`src/rtl/rgb_byte_assembler.sv`:
```
// Byte-serial R,G,B to 24-bit {B,G,R} pixel assembler with raster tagging.
// Feeds the grayscale converter; valid/ready on both sides.
module rgb_byte_assembler #(
    parameter int unsigned H_PIXELS = 640,
    parameter int unsigned V_LINES  = 480,
    parameter int unsigned XW       = $clog2(H_PIXELS),
    parameter int unsigned YW       = $clog2(V_LINES)
) (
    input  logic        clk,
    input  logic        rst_n,
    input  logic [7:0]  in_data,
    input  logic        in_valid,
    input  logic        in_sof,
    output logic        in_ready,
    output logic [23:0] color,
    output logic        out_valid,
    input  logic        out_ready,
    output logic        out_sol,
    output logic        out_eol,
    output logic        out_eof,
    output logic        sync_err
);

    typedef enum logic [1:0] {
        PH_R = 2'd0,
        PH_G = 2'd1,
        PH_B = 2'd2
    } phase_e;

    localparam logic [XW-1:0] X_LAST = XW'(H_PIXELS - 1);
    localparam logic [YW-1:0] Y_LAST = YW'(V_LINES - 1);

    phase_e        phase_q, phase_d;
    logic [XW-1:0] x_q, x_d;
    logic [YW-1:0] y_q, y_d;
    logic [7:0]    r_hold_q, r_hold_d;
    logic [7:0]    g_hold_q, g_hold_d;
    logic [23:0]   color_q, color_d;
    logic          out_valid_q, out_valid_d;
    logic          sol_q, sol_d;
    logic          eol_q, eol_d;
    logic          eof_q, eof_d;
    logic          sync_err_q, sync_err_d;
    // Short-frame check is suppressed until the first in_sof after reset.
    logic          sof_seen_q, sof_seen_d;
    logic          byte_acc;
    logic          eol_now;

    // B byte may only enter when the output register is free or draining.
    assign in_ready = (phase_q != PH_B) | ~out_valid_q | out_ready;
    assign byte_acc = in_valid & in_ready;
    assign eol_now  = (x_q == X_LAST);

    // Next-state: byte phase, raster counters, holds, output register, resync.
    always_comb begin
        phase_d     = phase_q;
        x_d         = x_q;
        y_d         = y_q;
        r_hold_d    = r_hold_q;
        g_hold_d    = g_hold_q;
        color_d     = color_q;
        out_valid_d = out_valid_q;
        sol_d       = sol_q;
        eol_d       = eol_q;
        eof_d       = eof_q;
        sync_err_d  = sync_err_q;
        sof_seen_d  = sof_seen_q;

        if (out_ready) begin
            out_valid_d = 1'b0;
        end

        if (byte_acc) begin
            if (in_sof) begin
                if (phase_q != PH_R) begin
                    sync_err_d = 1'b1;
                end else if (sof_seen_q && ((x_q != '0) || (y_q != '0))) begin
                    sync_err_d = 1'b1;
                end
                sof_seen_d = 1'b1;
                r_hold_d   = in_data;
                phase_d    = PH_G;
                x_d        = '0;
                y_d        = '0;
            end else begin
                unique case (phase_q)
                    PH_R: begin
                        r_hold_d = in_data;
                        phase_d  = PH_G;
                    end
                    PH_G: begin
                        g_hold_d = in_data;
                        phase_d  = PH_B;
                    end
                    PH_B: begin
                        color_d     = {in_data, g_hold_q, r_hold_q};
                        out_valid_d = 1'b1;
                        sol_d       = (x_q == '0);
                        eol_d       = eol_now;
                        eof_d       = eol_now & (y_q == Y_LAST);
                        phase_d     = PH_R;
                        if (eol_now) begin
                            x_d = '0;
                            y_d = (y_q == Y_LAST) ? '0 : y_q + YW'(1);
                        end else begin
                            x_d = x_q + XW'(1);
                        end
                    end
                    default: phase_d = PH_R;
                endcase
            end
        end
    end

    // State register with asynchronous reset.
    always_ff @(posedge clk or negedge rst_n) begin
        if (!rst_n) begin
            phase_q     <= PH_R;
            x_q         <= '0;
            y_q         <= '0;
            r_hold_q    <= '0;
            g_hold_q    <= '0;
            color_q     <= '0;
            out_valid_q <= 1'b0;
            sol_q       <= 1'b0;
            eol_q       <= 1'b0;
            eof_q       <= 1'b0;
            sync_err_q  <= 1'b0;
            sof_seen_q  <= 1'b0;
        end else begin
            phase_q     <= phase_d;
            x_q         <= x_d;
            y_q         <= y_d;
            r_hold_q    <= r_hold_d;
            g_hold_q    <= g_hold_d;
            color_q     <= color_d;
            out_valid_q <= out_valid_d;
            sol_q       <= sol_d;
            eol_q       <= eol_d;
            eof_q       <= eof_d;
            sync_err_q  <= sync_err_d;
            sof_seen_q  <= sof_seen_d;
        end
    end

    assign color     = color_q;
    assign out_valid = out_valid_q;
    assign out_sol   = sol_q;
    assign out_eol   = eol_q;
    assign out_eof   = eof_q;
    assign sync_err  = sync_err_q;

endmodule

```
`config.mk`:
```
export PLATFORM = sky130hd
export DESIGN_NAME = rgb_byte_assembler
export DESIGN_NICKNAME = d
export VERILOG_FILES = /design/src/rtl/rgb_byte_assembler.sv
export SDC_FILE = /design/constraint.sdc
export NUM_CORES = 1
export LEC_CHECK = 0
export BUFFER_PORTS_ARGS = -buffer_cell sky130_fd_sc_hd__buf_4
export CAP_MARGIN = 20
export CORE_AREA = 2 2 75 77
export CTS_BUF_LIST = sky130_fd_sc_hd__clkbuf_4 sky130_fd_sc_hd__clkbuf_8
export DETAILED_ROUTE_END_ITERATION = 8
export DIE_AREA = 0 0 77 79
export GPL_ROUTABILITY_DRIVEN = 0
export PLACE_DENSITY_LB_ADDON = 0.15
export SETUP_SLACK_MARGIN = 0.4
export SLEW_MARGIN = 20
export SYNTH_ARGS = -nofsm -noshare
export SYNTH_HDL_FRONTEND = slang
export SYNTH_SLANG_ARGS = --single-unit
```
`constraint.sdc`:
```
create_clock -name clk -period 4.8 [get_ports clk]
set_input_delay 0.72 -clock clk [delete_from_list [all_inputs] [get_ports clk]]
set_output_delay 0.72 -clock clk [all_outputs]
set_load 0.01 [all_outputs]
```
# Word level (Yosys, flattened, before mapping)
# Cells that the tools add are included.
[word_totals]
wordCells = 60
reg_bits = 67
input_bits = 13
[classes]
reduce_logical = 18
n_mux = 17
n_eq_ne = 5
addsub = 2
bitwise_logic = 6
[op_table]
columns = ["cell", "n"]
rows = [
  ["9-bit two-way mux", 4],
  ["10-bit two-way mux", 3],
  ["8-bit two-way mux", 2],
  ["3-bit AND reduction", 4],
  ["10-bit by 1-bit adder with 10-bit output (second input constant)", 1],
  ["10-bit equality test (second input constant)", 1],
  ["10-bit zero test", 1],
  ["10-bit nonzero test", 1],
  ["2-bit nonzero test", 5],
  ["9-bit by 1-bit adder with 9-bit output (second input constant)", 1],
  ["9-bit equality test (second input constant)", 1],
  ["9-bit nonzero test", 1],
  ["1-bit two-way mux", 6],
  ["2-bit AND reduction", 3],
  ["2-bit one-hot mux with 2 select lines", 1],
  ["1-bit bitwise AND", 2],
  ["2-bit by 1-bit equality test with 1-bit output (second input constant)", 1],
  ["2-bit equality test (second input constant)", 1],
  ["2-bit zero test", 1],
  ["2-bit two-way mux", 1],
  ["2-bit inequality test (second input constant)", 1],
  ["1-bit inverter", 2],
  ["1-bit bitwise OR", 2],
  ["1-bit logical AND", 1],
  ["1-bit logical OR", 1],
]

# Logic depth before layout (Yosys ltp)
[depth]
ltp_word = 5
mapped_depth = 7
depth_no_buf = 6

# Worst setup path after synthesis
# No wires, ideal clock.
[synth_path]
path_kind = "input -> register"
from = "in out_ready"
to = "reg x_q[7]"
path_stages = 6
arrival_ps = 1806
setup_slack_ps = 2917
cell_sequence = "nand4bb_1 > buf_6 > o211ai_4 > buf_6 > or4_1 > a21oi_1"
[synth_between]
elab_chain_cells = 3
[synth_lines]
columns = ["element", "line", "source"]
rows = [
  ["from (decl)", "17", "input logic out_ready,"],
  ["1-bit bitwise OR", "50", "assign in_ready = (phase_q != PH_B) | ~out_valid_q | out_ready;"],
  ["via in_ready", "14", "output logic in_ready,"],
  ["1-bit bitwise AND", "51", "assign byte_acc = in_valid & in_ready;"],
  ["2-bit AND reduction (no source line)", "n/a", ""],
  ["to (signal assigned)", "119", "x_q <= '0;"],
  ["to (signal assigned)", "132", "x_q <= x_d;"],
  ["to (decl)", "34", "logic [XW-1:0] x_q, x_d;"],
]
# The timed path passes the listed nets, and every way through them passes these cells.
# A chain may end at the register's enable or synchronous reset.

# Worst setup path after layout
[layout_path]
from = "in out_ready"
to = "out in_ready"
[layout_between]
elab_chain_cells = 1
[layout_lines]
columns = ["element", "line"]
rows = [
  ["1-bit bitwise OR", "50"],
  ["to (decl)", "14"],
]
# Every way passes these cells.

==> results.cfg <==
[synthesis]
netlist.top_cell.by_area = dfrtp_1
area_fraction_of_the_dominant_cell_type_after_synthesis = 0.5454
netlist_instances = 248
ys_warn_count = 0
post_synth.cell_area_avg_sq_um = 12.40
async_reset_ff_frac = 1.000
synth.net_count = 265
netlist_area_sq_um = 3074
ys_types = 49
synth.top_cells.by_area = dfrtp_1 55%, mux2_2 15%, ha_1 1.6%
ys.flop_type = dfrtp_1
yosys_register_bits = 67
seq_area_frac_synth = 0.5454
synth_edf_count = 0

[clocking]
holdBufCountCts = 0
clock_latency_ns = 0.34
cts.repair_timing.setup_buffer_count = 0
htreeDepth = 3
tritoncts.num_buffers = 9
clk_pin_slew_worst_paths_ns = 0.07
clock-sinks = 67
tritoncts = built
post_cts_resize_count = 0
cts_root_buffer = clkbuf_8
clockBufferDepth = 2

[timing]
setup_total_negative_slack_ns = 0
clock.fmax_mhz = 449.6
timing.clock.skew_ns = 0.007203
drv_slew = 0
final_clock_period_utilization_by_the_worst_path = 0.4633
finalSetupViolations = 0
finalHoldWorstSlack_ns = 0.4654
worst_pin_slew_ns = 0.8051
hold_viol_final = 0
slew_headroom = 0.4633
setup_repair_after_global_routing_missed_its_margin = false
finalWorstPathRequiredPeriod_ns = 2.224

[cells_and_area]
fillCellCount = 434
area_growth_syn_to_layout_pct = 16.81
layout.nets = 309
mostFrequentLayoutCells = 67 x dfrtp_1, 43 x buf_4, 41 x mux2_2
n_antenna_cell = 0
design_area_sq_um = 3591
drive_gt1_frac = 0.3670
final_common_cell = dfrtp_1

[floorplan]
core_footprint_sq_um = 5338
ioPinCount = 43
rows = 27
fp.dieArea_sq_um = 6083
start_util = 0.5759
dieHeight_microns = 79
die_width_microns = 77

[worst_setup_path]
cp.required_ns = 4.08
worst_r2r_endpoint = y_q[0]$_DFFE_PN0P_
criticalPathCategory = primary input to output port
worst_setup_path_end_kind = output port
crit_fanout = 7
timing.critical_path.to = in_ready
cell_count_of_the_worst_reg_to_reg_path = 5
flop_to_flop_setup_slack_ns = 2.80
type_of_element_launching_the_critical_path = primary input
crit_arrival_ns = 1.50
worst_r2r_startpoint = x_q[0]$_DFFE_PN0P_
worst_setup_path_startpoint = out_ready

[global_routing]
grt_start_max_net_pins = 68
global_route.usage.total = 0.2134
grt_pass1_vias = 2037
grt_pass1_wl_microns = 9915
grt_remaining_overflow = 0
antenna_found_initial = 0

[run_status]
outcome = complete, no violations

[routing]
routed_wl_microns = 5822
postRouteAntennaNets = 0
vias_per_cell = 5.626
drc = 0
post_drt_wl_per_cell_microns = 15.78
initialDrtViolationCount = 127
detailedRoute.firstPassIterationCount = 4
routed-via-count = 2076

[job]
maxCapViolCount = 0

[hold_path]
hold_class = primary input to asynchronous set/reset pin

[placed_design]
placedInstanceArea_sq_um = 3417
dp_hpwl_microns = 3917
port-buffer-count = 42

[power_and_ir_drop]
leakagePower_nw = 1.623
power_density_nw_per_um2 = 455.5
vdd.ir_drop.worst_uv = 337.7
-- worst min-delay path by stage --
stage                            from                     end  slack (ns)  cells past startpoint
2_1_floorplan                   rst_n    color[0]$_DFFE_PN0P_        0.42                      0
4_1_cts        sof_seen_q$_DFFE_PN0P_  sof_seen_q$_DFFE_PN0P_        0.47                      1
6_report                        rst_n      x_q[0]$_DFFE_PN0P_        0.47                      1
5_1_grt        sof_seen_q$_DFFE_PN0P_  sof_seen_q$_DFFE_PN0P_        0.48                      1
3_5_place_dp   sof_seen_q$_DFFE_PN0P_  sof_seen_q$_DFFE_PN0P_        0.46                      1
3_3_place_gp   sof_seen_q$_DFFE_PN0P_  sof_seen_q$_DFFE_PN0P_        0.45                      1
-- where the power goes --
group	total, mW	internal [mW]	switching [mW]
Clock	0.408	0.193	0.216
Combinational	0.425	0.248	0.177
Sequential	0.803	0.711	0.0919
Total	1.64	1.15	0.485
-- routing by layer --
layer	track usage	vias to the layer above	routed length [microns]
met5	0	-	0
met4	0.06964	0	78
met3	0.07841	7	306
met2	0.3561	51	2949
met1	0.2593	1009	2488
li1	-	1009	-
-- cell type report --
cell class / count / area, sq um / share of cell area
clock buffers: 10 / 131.4 / 0.03659
clock inverters: 6 / 42.54 / 0.01185
inverters: 9 / 33.78 / 0.009408
multi-input cells: 162 / 1294 / 0.3603
flip-flops and latches: 67 / 1677 / 0.4669
well taps: 72 / 90.09 / 0.02509
repair buffers: 43 / 322.8 / 0.08990
-- worst max-delay path, cell delays in order --
cell and delay (ns):
buf_4 0.11, nand4bb_1 0.40, buf_4 0.28
-- Yosys cell counts (all sizes together), types with 2 or more instances --
cell type,n
a22o,3
inv,9
and3,4
nand4,5
nand3,10
dfrtp,67
nor3b,2
o21ai,10
a21o,4
nand2,13
buf,8
mux2,41
nor4,3
nor2,8
a21oi,8
nor3,4
nor4b,4
nor2b,4
and2,2
or4,5
o211ai,5
clkbuf,2
ha,4
o31ai,3
nand2b,2
a221o,3
-- flip-flops by register name, summed over array words and instances (netlist names), 2 cells and up --
signal,count
g_hold_q,8
phase_q,2
r_hold_q,8
x_q,10
y_q,9
color,24
-- metrics by stage --
stage | power [mW] | instances | setup WS [ns] | utilization
2_1_floorplan | 1.026 | 248 | 2.917 | -
3_3_place_gp | 1.226 | 353 | 2.587 | 0.6402
3_5_place_dp | 1.245 | 353 | 2.553 | 0.6402
4_1_cts | 1.658 | 369 | 2.576 | 0.6728
5_1_grt | 1.736 | 369 | 2.526 | 0.6728
6_report | 1.636 | 369 | 2.576 | 0.6728
-- cell families (layout without fill, tap and decap cells) --
kind of cell,count (synthesis),in the layout,synth area share
simple gates,74,74,0.1490
flops,67,67,0.5454
compound gates,42,42,0.1022
mux,42,42,0.1534
buf+inv,19,68,0.03378
fa+ha+maj,4,4,0.01628
(Power assumes the default switching activity.)
